==> src/rtl/pc_sequencer_if.sv <==
// Bundles the fetch port and the execute-side next-PC controls of the PC sequencer.
// The master modport is the sequencer; the slave modport is the memory/execute side.
interface pc_sequencer_if;
    logic        imem_req;
    logic [31:0] imem_addr;
    logic        imem_ready;
    logic        instr_done;
    logic [1:0]  pc_sel;
    logic        branch_taken;
    logic [31:0] imm_value;
    logic [31:0] jalr_target;
    logic [31:0] pc;
    logic [31:0] pc_plus4;
    logic        misalign;
    logic [31:0] bad_pc;
    logic        halted;
    logic [31:0] instret;

    modport master (
        output imem_req, imem_addr, pc, pc_plus4, misalign, bad_pc, halted, instret,
        input  imem_ready, instr_done, pc_sel, branch_taken, imm_value, jalr_target
    );

    modport slave (
        input  imem_req, imem_addr, pc, pc_plus4, misalign, bad_pc, halted, instret,
        output imem_ready, instr_done, pc_sel, branch_taken, imm_value, jalr_target
    );
endinterface

==> src/rtl/pc_sequencer.sv <==
// Multicycle PC controller: one fetch per PC, wait for execute, then commit the next PC.
// Misaligned commit targets redirect to TRAP_PC and are latched in bad_pc.
//
// state    | meaning
// ST_FETCH | imem_req high, waiting for imem_ready
// ST_EXEC  | waiting for instr_done, commits next PC
// ST_HALT  | terminal after pc_sel=11 commit, left only by rst
module pc_sequencer #(
    parameter logic [31:0] RESET_PC = 32'h0000_0000,
    parameter logic [31:0] TRAP_PC  = 32'h0000_0010
) (
    input  logic           clk,
    input  logic           rst,
    pc_sequencer_if.master bus
);
    typedef enum logic [1:0] {
        ST_FETCH = 2'd0,
        ST_EXEC  = 2'd1,
        ST_HALT  = 2'd2
    } state_e;

    state_e      state_q, state_d;
    logic [31:0] pc_q, pc_d;
    logic [31:0] instret_q, instret_d;
    logic [31:0] bad_pc_q, bad_pc_d;
    logic        misalign_q, misalign_d;
    logic [31:0] pc_add4, pc_addimm, target;

    assign pc_add4   = pc_q + 32'd4;
    assign pc_addimm = pc_q + bus.imm_value;

    always_comb begin
        target = pc_add4;
        case (bus.pc_sel)
            2'b00:   target = pc_add4;
            2'b01:   target = bus.branch_taken ? pc_addimm : pc_add4;
            2'b10:   target = {bus.jalr_target[31:1], 1'b0};
            default: target = pc_q;
        endcase
    end

    always_comb begin
        state_d    = state_q;
        pc_d       = pc_q;
        instret_d  = instret_q;
        bad_pc_d   = bad_pc_q;
        misalign_d = 1'b0;
        case (state_q)
            ST_FETCH: begin
                if (bus.imem_ready) begin
                    state_d = ST_EXEC;
                end
            end
            ST_EXEC: begin
                if (bus.instr_done) begin
                    if (bus.pc_sel == 2'b11) begin
                        state_d = ST_HALT;
                    end else begin
                        state_d   = ST_FETCH;
                        instret_d = instret_q + 32'd1;
                        // A trapped commit still retires the instruction.
                        if (target[1:0] != 2'b00) begin
                            pc_d       = TRAP_PC;
                            bad_pc_d   = target;
                            misalign_d = 1'b1;
                        end else begin
                            pc_d = target;
                        end
                    end
                end
            end
            ST_HALT: begin
                state_d = ST_HALT;
            end
            default: begin
                state_d = ST_FETCH;
            end
        endcase
    end

    always_ff @(posedge clk) begin
        if (rst) begin
            state_q    <= ST_FETCH;
            pc_q       <= RESET_PC;
            instret_q  <= 32'd0;
            bad_pc_q   <= 32'd0;
            misalign_q <= 1'b0;
        end else begin
            state_q    <= state_d;
            pc_q       <= pc_d;
            instret_q  <= instret_d;
            bad_pc_q   <= bad_pc_d;
            misalign_q <= misalign_d;
        end
    end

    // rst masks the Moore outputs so nothing is requested while reset is held.
    assign bus.imem_req  = (state_q == ST_FETCH) && !rst;
    assign bus.halted    = (state_q == ST_HALT) && !rst;
    assign bus.imem_addr = pc_q;
    assign bus.pc        = pc_q;
    assign bus.pc_plus4  = pc_add4;
    assign bus.misalign  = misalign_q;
    assign bus.bad_pc    = bad_pc_q;
    assign bus.instret   = instret_q;
endmodule

==> src/flat_wrapper.sv <==
// flat-port wrapper written by rule: the top's interface ports become plain ports
module pc_sequencer_flat 
#(
    parameter logic [31:0] RESET_PC = 32'h0000_0000,
    parameter logic [31:0] TRAP_PC  = 32'h0000_0010
)
  (clk, rst, bus_imem_req, bus_imem_addr, bus_pc, bus_pc_plus4, bus_misalign, bus_bad_pc, bus_halted, bus_instret, bus_imem_ready, bus_instr_done, bus_pc_sel, bus_branch_taken, bus_imm_value, bus_jalr_target);
  pc_sequencer_if bus_i ();
  input  logic clk;
  input  logic rst;
  output wire logic [$bits(bus_i.imem_req)-1:0] bus_imem_req;
  output wire logic [$bits(bus_i.imem_addr)-1:0] bus_imem_addr;
  output wire logic [$bits(bus_i.pc)-1:0] bus_pc;
  output wire logic [$bits(bus_i.pc_plus4)-1:0] bus_pc_plus4;
  output wire logic [$bits(bus_i.misalign)-1:0] bus_misalign;
  output wire logic [$bits(bus_i.bad_pc)-1:0] bus_bad_pc;
  output wire logic [$bits(bus_i.halted)-1:0] bus_halted;
  output wire logic [$bits(bus_i.instret)-1:0] bus_instret;
  input wire logic [$bits(bus_i.imem_ready)-1:0] bus_imem_ready;
  input wire logic [$bits(bus_i.instr_done)-1:0] bus_instr_done;
  input wire logic [$bits(bus_i.pc_sel)-1:0] bus_pc_sel;
  input wire logic [$bits(bus_i.branch_taken)-1:0] bus_branch_taken;
  input wire logic [$bits(bus_i.imm_value)-1:0] bus_imm_value;
  input wire logic [$bits(bus_i.jalr_target)-1:0] bus_jalr_target;
  assign bus_imem_req = bus_i.imem_req;
  assign bus_imem_addr = bus_i.imem_addr;
  assign bus_pc = bus_i.pc;
  assign bus_pc_plus4 = bus_i.pc_plus4;
  assign bus_misalign = bus_i.misalign;
  assign bus_bad_pc = bus_i.bad_pc;
  assign bus_halted = bus_i.halted;
  assign bus_instret = bus_i.instret;
  assign bus_i.imem_ready = bus_imem_ready;
  assign bus_i.instr_done = bus_instr_done;
  assign bus_i.pc_sel = bus_pc_sel;
  assign bus_i.branch_taken = bus_branch_taken;
  assign bus_i.imm_value = bus_imm_value;
  assign bus_i.jalr_target = bus_jalr_target;
  pc_sequencer #(.RESET_PC(RESET_PC), .TRAP_PC(TRAP_PC)) u_core (.clk(clk), .rst(rst), .bus(bus_i));
endmodule
==> config.mk <==
export PLATFORM = sky130hd
export DESIGN_NAME = pc_sequencer_flat
export DESIGN_NICKNAME = d
export VERILOG_FILES = /design/src/rtl/pc_sequencer_if.sv /design/src/rtl/pc_sequencer.sv /design/src/flat_wrapper.sv
export SDC_FILE = /design/constraint.sdc
export NUM_CORES = 1
export LEC_CHECK = 0
export CORE_AREA = 4 4 163 165
export CTS_CLUSTER_SIZE = 20
export DETAILED_ROUTE_END_ITERATION = 8
export DIE_AREA = 0 0 167 169
export PLACE_DENSITY_LB_ADDON = 0.2
export SYNTH_ARGS = -nofsm -noshare
export SYNTH_HDL_FRONTEND = slang
export SYNTH_SLANG_ARGS = --single-unit
==> constraint.sdc <==
create_clock -name clk -period 4.85 [get_ports clk]
set_input_delay 1.455 -clock clk [delete_from_list [all_inputs] [get_ports clk]]
set_output_delay 1.455 -clock clk [all_outputs]
set_load 0.02 [all_outputs]
After elaboration in Yosys (flattened, before gate mapping)
Cells that the tools add are included.
{"block": "totals", "wordCells": 36, "inputBits": 71, "out_inout_bits": 163, "ff_bits": 99}
{"block": "op_classes", "bitwise_logic": 3, "n_eq_ne": 7, "n_mux": 8, "add_sub_neg": 3, "n_reduce_logical": 10}
{"operator": "$pmux W32 S3", "count": 1}
{"operator": "$mux W32", "count": 2}
{"operator": "$add A32 B1 Y32 const B", "count": 1}
{"operator": "$add A32 B3 Y32 const B", "count": 1}
{"operator": "$add A32 B32 Y32", "count": 1}
{"operator": "$eq A2 B2 Y1 const B", "count": 3}
{"operator": "$mux W2", "count": 3}
{"operator": "$pmux W2 S3", "count": 1}
{"operator": "$eq A2 B1 Y1 const B", "count": 2}
{"operator": "$logic_not A2 Y1", "count": 2}
{"operator": "$ne A2 B2 Y1 const B", "count": 2}
{"operator": "$reduce_and A4 Y1", "count": 1}
{"operator": "$reduce_or A4 Y1", "count": 1}
{"operator": "$not A1 Y1", "count": 3}
{"operator": "$reduce_and A3 Y1", "count": 1}
{"operator": "$logic_and A1 B1 Y1", "count": 2}
{"operator": "$reduce_and A2 Y1", "count": 1}
{"operator": "$reduce_bool A2 Y1", "count": 1}
{"operator": "$logic_not A1 Y1", "count": 1}
{"operator": "$mux W1", "count": 1}

Longest topological paths before layout
Gate-level depths: netlist of run 1.
{"block": "depth", "ltp_word": 5, "depth_mapped": 10, "ltp_nobuf": 10}

Least setup slack after synthesis of run 1
OpenSTA, ideal clock, no wires.
{"block": "synth_timing", "kind": "input to register", "startpoint": "in bus_imm_value[0]", "endpoint": "reg u_core.pc_q[18], in the netlist u_core.bus.imem_addr[18]", "setup_slack_ns": 0.720, "path_stages": 10, "n_path_buf": 0, "setup_ns": 0.117, "arrival_ns": 4.013, "t_required_ns": 4.733, "cell_sequence": "ha_1 > fa_1 > a21o_1 > a21oi_1 > o21ai_0 > a22oi_1 > a21boi_0 > or3_1 > a311o_1 > a32o_1"}
{"block": "synth_between", "elab_chain_len": 5}
{"element": "from (decl)", "line_no": "flat_wrapper.sv:23", "source": "input wire logic [$bits(bus_i.imm_value)-1:0] bus_imm_value;"}
{"element": "$add A32 B32 Y32 (*)", "line_no": "pc_sequencer.sv:30", "source": "assign pc_addimm = pc_q + bus.imm_value;"}
{"element": "$mux W32 (*)", "line_no": "pc_sequencer.sv:36", "source": "2'b01: target = bus.branch_taken ? pc_addimm : pc_add4;"}
{"element": "$pmux W32 S3 (*)", "line_no": "pc_sequencer.sv:34", "source": "case (bus.pc_sel)"}
{"element": "$reduce_bool A2 Y1", "line_no": "pc_sequencer.sv:62", "source": "if (target[1:0] != 2'b00) begin"}
{"element": "$mux W32 (*)", "line_no": "pc_sequencer.sv:62"}
{"element": "to (signal assigned)", "line_no": "pc_sequencer.sv:90", "source": "pc_q <= pc_d;"}
{"element": "to (decl)", "line_no": "pc_sequencer.sv:23", "source": "logic [31:0] pc_q, pc_d;"}
Every way passes the cells marked *; elsewhere a longest branch is shown, timed or not.
A chain may end at the register's enable or synchronous reset.

Worst setup path in the final report of run 1
{"block": "layout_timing", "startpoint": "reg u_core.pc_q[2], in the netlist u_core.bus.imem_addr[2]", "endpoint": "out bus_pc_plus4[24]"}
{"block": "layout_between", "elab_chain_len": 1}
{"element": "$add A32 B3 Y32", "line_no": "pc_sequencer.sv:29", "source": "assign pc_add4 = pc_q + 32'd4;"}
{"element": "to (decl)", "line_no": "flat_wrapper.sv:14", "source": "output wire logic [$bits(bus_i.pc_plus4)-1:0] bus_pc_plus4;"}
No other way between the ends.

==> results of run 1 <==
## per-layer routing
metal	global-route usage	vias to the layer above	wire, microns
met5	0	-	0
met4	0.0523	0	549
met3	0.0448	35	2330
met2	0.344	318	14000
met1	0.265	3790	12900
li1	-	3939	-
## critical path, delay by kind of cell (launching register included)
kind                     cells  cell delay, ps
AND/OR/NAND/NOR              4            1310
buffers and inverters        1             670
flip-flops                   1             340
XOR/XNOR                     1             310
adder cells (fa/ha/maj)      1             280
## logic make-up (layout without fill, tap and decap cells)
kind of cell | after synthesis | in the layout | synth area share
multiplexers | 26 | 26 | 0.0359
AND/OR/NAND/NOR | 376 | 376 | 0.246
flip-flops | 99 | 99 | 0.268
buffers and inverters | 102 | 317 | 0.0702
XOR/XNOR | 67 | 67 | 0.0793
AO/OA/AOI/OAI | 273 | 273 | 0.242
adder cells (fa/ha/maj) | 34 | 34 | 0.0585
## layout make-up
cell class                      instances  area, sq um  share of cell area
Inverter                               20         75.1             0.00724
Clock inverter                          7         86.3             0.00833
Tap cell                              330          413              0.0398
Sequential cell                        99         1980               0.191
Multi-Input combinational cell        776         4910               0.474
Timing Repair Buffer                  281         2680               0.258
Clock buffer                            9          225              0.0217
## synthesized netlist by cell type (5+ instances only)
cell type  count
a211oi_1       9
a21boi_0       5
a21o_1        29
a21oi_1       80
a22o_1         6
a22oi_1        7
a311oi_1       5
a31o_2         8
a32o_1         8
and2_1        11
and3_1        20
and4_1         6
buf_1          7
buf_4         35
clkbuf_1      36
dfxtp_1       99
ha_1          33
inv_1         18
mux2i_1       22
nand2_1      115
nand2b_1      12
nand3_1       41
nand4_1       15
nor2_1        85
nor2b_1        7
nor3_1        23
nor4_1        10
o21ai_0       57
o22ai_1        6
o31ai_1        9
or3_1         17
xnor2_1       28
xor2_1        39
## timing repair
item / in CTS / in global routing
gates resized for setup: 0 / 1
hold buffers: 0 / 0
setup endpoints to repair: 0 / 1
## worst max path at each step
stage | start | slack (ps) | endpoint
after floorplan | bus_imm_value[0] | 720 | u_core.bus.imem_addr[18]$_SDFFE_PP0P_
after global placement | bus_imm_value[0] | 70 | u_core.bus.imem_addr[24]$_SDFFE_PP0P_
after detailed placement | bus_imm_value[3] | 80 | u_core.bus.bad_pc[27]$_SDFFE_PP0P_
after CTS | u_core.bus.imem_addr[2]$_SDFFE_PP0P_ | 150 | bus_pc_plus4[28]
after global routing | u_core.bus.imem_addr[2]$_SDFFE_PP0P_ | -4 | bus_pc_plus4[24]
final | u_core.bus.imem_addr[2]$_SDFFE_PP0P_ | 120 | bus_pc_plus4[24]
## registers in the layout (all words and copies together) (netlist names)
| signal | cells |
|---|---|
| u_core.state_q | 2 |
| u_core.bus.bad_pc | 32 |
| u_core.bus.misalign | 1 |
| u_core.bus.imem_addr | 32 |
| u_core.bus.instret | 32 |
## metrics by stage
stage          hold slack [ps]  worst slack (ps)
2_1_floorplan              454               720
3_3_place_gp               445              74.5
3_5_place_dp               450              75.6
4_1_cts                    462               153
5_1_grt                    485             -4.33
6_report                   462               121
## where the power goes
group / internal (uW) / total (uW) / switching [uW]
registers: 823 / 841 / 17.6
logic: 192 / 439 / 247
clock network: 410 / 774 / 364
==> metrics.cfg, run 1 <==
[outcome]
run_status=complete, no violations

[worst_hold_path]
hold_end=u_core.bus.bad_pc[0]$_SDFFE_PP0P_
hold_path_depth=2
worstHoldStart=u_core.bus.bad_pc[0]$_SDFFE_PP0P_
hp-class=reg2reg

[setup_path]
path_cells=ha_1, and4_1, nand4_1, nor2_1, nand3_1, xnor2_1, clkdlybuf4s50_1
crit_path_max_incr_delay_ps=670
crit_path_top_delay_cell=clkdlybuf4s50_1
crit_fanout=5
timing.rr.start=u_core.bus.imem_addr[4]$_SDFFE_PP0P_
cp.required_ps=3390
r2r-end=u_core.bus.bad_pc[27]$_SDFFE_PP0P_
r2r_setup_slack_ps=1470
critPathArrivalTime_ps=3270
critPathCaptureType=output pin
reg2reg_depth=11
setup.worst_path.start_class=flip-flop
worstSetupPathType=reg2out

[clocking]
cts.path.max_buffers=2
cts_tree=built
cts_root_buf=clkbuf_16
clock-sinks=99
h-tree-depth=3
numCtsBuffers=9
cts_setup_buffers=0
clock_latency_ps=360
clk_pin_slew_ps=80

[route]
wl_per_cell_microns=19.6
ant_nets=0
vias=8082
drc=0
drt-total-wl_microns=29800
viasPerCell=5.31
dr.pass1.iters=5
drtIter0Drc=621

[finish]
final_common_cell=clkdlybuf4s50_1
antenna_cells=0
stdcell_area_sq_mm=0.0104
syn2layout_area_growth_pct=40.2
final_cells=1522
fill_cells=2571
drive_above_1_share=0.0730
final_nets=1292
final_util=0.414
mostFrequentLayoutCells=clkdlybuf4s50_1, nand2_1, dfxtp_1, nor2_1, a21oi_1

[die]
die_x_microns=167
pin_count=234
fp-row-count=58
core_area_sq_mm=0.0250
die_area_sq_mm=0.0282
die_h_microns=169
initial_core_util=0.295

[synth]
yosys.area.top_type=dfxtp_1
syn_avg_cell_area_sq_um=7.57
yosysWarnings=0
synth-edff-count=0
synthFlopType=dfxtp_1
postSynth.asyncResetShare=0
ys_seq_area_frac=0.268
syn_area_sq_mm=0.00740
netlist_instances=977
syn_nets=1082
synth.area.top_cells=dfxtp_1, nand2_1, ha_1
synth_top_area_share=0.268
synth.distinct_cells=66
synth_seq_cells=99

[power]
ir_drop_uv=174
finalPower_uw=2050
leakage_uw=0.00417
power_density_mw_per_mm2=198

[timing]
relSlewSlack=0.474
min_period_over_period=0.975
final.setup_skew_ps=8.11
max_freq_mhz=211
min_period_ps=4730
worst_slew_pin_slew_ps=777
setup_violations=0
finalHoldViolCount=0
drv_slew=0
timing.setup.tns_ps=0

[place]
placedCellCount=1506
io_buffers=232
place_area_sq_mm=0.0101
gp_congestion=0.899
post-dp-hpwl_microns=22700

[global_routing]
antenna_found_initial=0
track_usage=0.204
grt.overflow.total=0
grt_pass1_vias=7898
grt_first_pass_wirelength_microns=45900
grt_max_degree=40

[job]
drv_cap=0

Note: power is estimated with default switching activity, not from simulation.
==> inputs of run 2 (changes only) <==
PLACE_DENSITY_LB_ADDON = default   (was 0.2)
RECOVER_POWER = 50   (was default)
==> run 2 against run 1 <==
  * Clock skew up 2.1 ps
  * Clock power increased by 6.6%
  * Cell count shrank 0.79%
  * Sequential power is essentially flat
  * Non-clock buffer count is 12 lower
  * First-iteration DRC count fell by 3.5%
  * Register-to-register slack better by 20 ps
  * Critical path depth down 1
  * Combinational power shrank 3%
  * Hold slack worse by 10 ps
  * Die area unchanged
  * Via count hardly changed
  * Largest power group unchanged
  * Highest routed layer unchanged
==> metrics.cfg, run 2 (synthesis results as in run 1) <==
[finish]
syn2layout_area_growth_pct=39.2
final_common_cell=dlygate4sd3_1
mostFrequentLayoutCells=dlygate4sd3_1, nand2_1, clkdlybuf4s50_1, dfxtp_1, nor2_1
final_nets=1280  ; -0.93%
final_util=0.411  ; -0.00295
antenna_cells=0  ; unchanged
drive_above_1_share=0.0610  ; -0.0120

[global_routing]
grt_first_pass_wirelength_microns=46000  ; about the same
grt.overflow.total=0  ; unchanged
track_usage=0.204  ; about the same
grt_max_degree=37  ; -7.5%
antenna_found_initial=0  ; unchanged
grt_pass1_vias=7992  ; +1.2%

[clocking]
cts_root_buf=clkbuf_16
numCtsBuffers=9  ; unchanged
cts_tree=built
clock-sinks=99  ; unchanged
clk_pin_slew_ps=80  ; about the same
cts.path.max_buffers=2  ; unchanged
cts_setup_buffers=0  ; unchanged
clock_latency_ps=360  ; about the same
h-tree-depth=3  ; unchanged

[timing]
drv_slew=0  ; unchanged
max_freq_mhz=215  ; +1.9%
finalHoldViolCount=0  ; unchanged
min_period_ps=4640  ; -88.4 ps
min_period_over_period=0.957  ; -0.0182
worst_slew_pin_slew_ps=1330  ; +552 ps
grt_setup_unrepaired=no
setup_violations=0  ; unchanged
relSlewSlack=0.113  ; -0.361
final.setup_skew_ps=10.2  ; +2.07 ps
hold_slack_ps=451  ; -10.3 ps

[route]
wl_per_cell_microns=19.5  ; -0.28%
highest_layer=met4
dr_wl_met2_microns=13900  ; -0.66%
wl_met3_microns=2680  ; +15%
met1_length_microns=12400  ; -3.6%
viasPerCell=5.35  ; +0.81%
vias=8083  ; +0.012%
drc=0  ; unchanged
drt-total-wl_microns=29500  ; -1.1%
dr.pass1.iters=5  ; unchanged
drtIter0Drc=599  ; -3.5%
ant_nets=0  ; unchanged

[die]
fp-row-count=58  ; unchanged
pin_count=234  ; unchanged
die_x_microns=167  ; unchanged
initial_core_util=0.295  ; unchanged
core_area_sq_mm=0.0250  ; unchanged
die_h_microns=169  ; unchanged
die_area_sq_mm=0.0282  ; unchanged

[setup_path]
crit_fanout=8  ; +3
cp-startpoint=u_core.bus.imem_addr[19]$_SDFFE_PP0P_
cp.required_ps=3390  ; about the same
r2r-end=u_core.bus.imem_addr[24]$_SDFFE_PP0P_
timing.rr.start=u_core.bus.imem_addr[0]$_SDFFE_PP0P_
worstSetupPathType=reg2out
critPathArrivalTime_ps=3190  ; -80 ps
reg2reg_depth=11  ; unchanged
setup.worst_path.start_class=flip-flop
r2r_setup_slack_ps=1490  ; +20 ps
critPathCaptureType=output pin

[worst_hold_path]
worstHoldStart=u_core.bus.bad_pc[23]$_SDFFE_PP0P_
hp-class=reg2reg
hold_end=u_core.bus.bad_pc[23]$_SDFFE_PP0P_
hold_path_depth=2  ; unchanged

[power]
power_density_mw_per_mm2=203  ; +2.5%
leakage_uw=0.00452  ; +8.4%
ir_drop_uv=156  ; -10%
finalPower_uw=2090  ; +1.8%

[outcome]
run_status=complete, no violations

[place]
io_buffers=232  ; unchanged
gp_congestion=0.897  ; -0.24%
post-dp-hpwl_microns=22400  ; -1.3%

[job]
drv_cap=0  ; unchanged

run 2: cell types whose count changed in the layout (fill, tap and decap cells not counted), moves of 4 or more:
cell             delta
clkdlybuf4s50_1   -120
dlygate4sd3_1     +120
buf_4              -15
clkbuf_1            +4
run 2: what timing repair did:
action,4_1_cts,5_1_grt
resized for setup,0,3
hold endpoints to repair,0,0
hold buffers,0,0
setup endpoints to repair,0,3
run 2: worst max path at each step:
stage,slack (ps),depth (start not counted),to
floorplan,720,10,u_core.bus.imem_addr[18]$_SDFFE_PP0P_
global route,40,6,bus_pc_plus4[28]
detailed placement,120,12,u_core.bus.imem_addr[24]$_SDFFE_PP0P_
global placement,-0.07,12,u_core.bus.imem_addr[24]$_SDFFE_PP0P_
CTS,110,6,bus_pc_plus4[25]
finish,210,6,bus_pc_plus4[24]
run 2: critical path, cell delays in order (launching register included):
cell,delay (ps)
dfxtp_1,560
and4_1,310
nand3_1,350
nor2_1,410
nand3_1,140
xnor2_1,360
clkdlybuf4s50_1,680
run 2: metrics by stage:
step | TNS, ps | std cells | instance area (sq um) | setup slack, ps
CTS | 0 | 1510 | 10300 | 112
detailed placement | 0 | 1494 | 9960 | 118
global placement | -0.0688 | 1494 | 9960 | -0.0688
finish | 0 | 1510 | 10300 | 209
global route | 0 | 1510 | 10300 | 41.7
floorplan | 0 | 977 | 7400 | 720
run 2: final cells by class:
class	instances	area, sq um
inverters	20	75.1
repair buffers	269	2570
well taps	330	413
multi-input cells	776	4920
flip-flops and latches	99	1980
fillers	2585	14700
clock inverters	7	106
clock buffers	9	225
run 2: power by group:
group / total, uW / switching (uW) / internal, uW
logic: 425 / 245 / 180
registers: 840 / 17.2 / 823
clock network: 825 / 363 / 462
run 2: per-layer routing:
| layer | track usage | vias to the layer above |
|---|---|---|
| met4 | 0.0452 | 0 |
| met1 | 0.266 | 3803 |
| met2 | 0.343 | 336 |
| met3 | 0.0490 | 29 |
| met5 | 0 | - |
| li1 | - | 3915 |
==> inputs of run 3 (changes only) <==
SLEW_MARGIN = 20   (was default)
==> results of run 3 <==
Same layout as run 2: the final DEF is identical, and so are final timing and power.
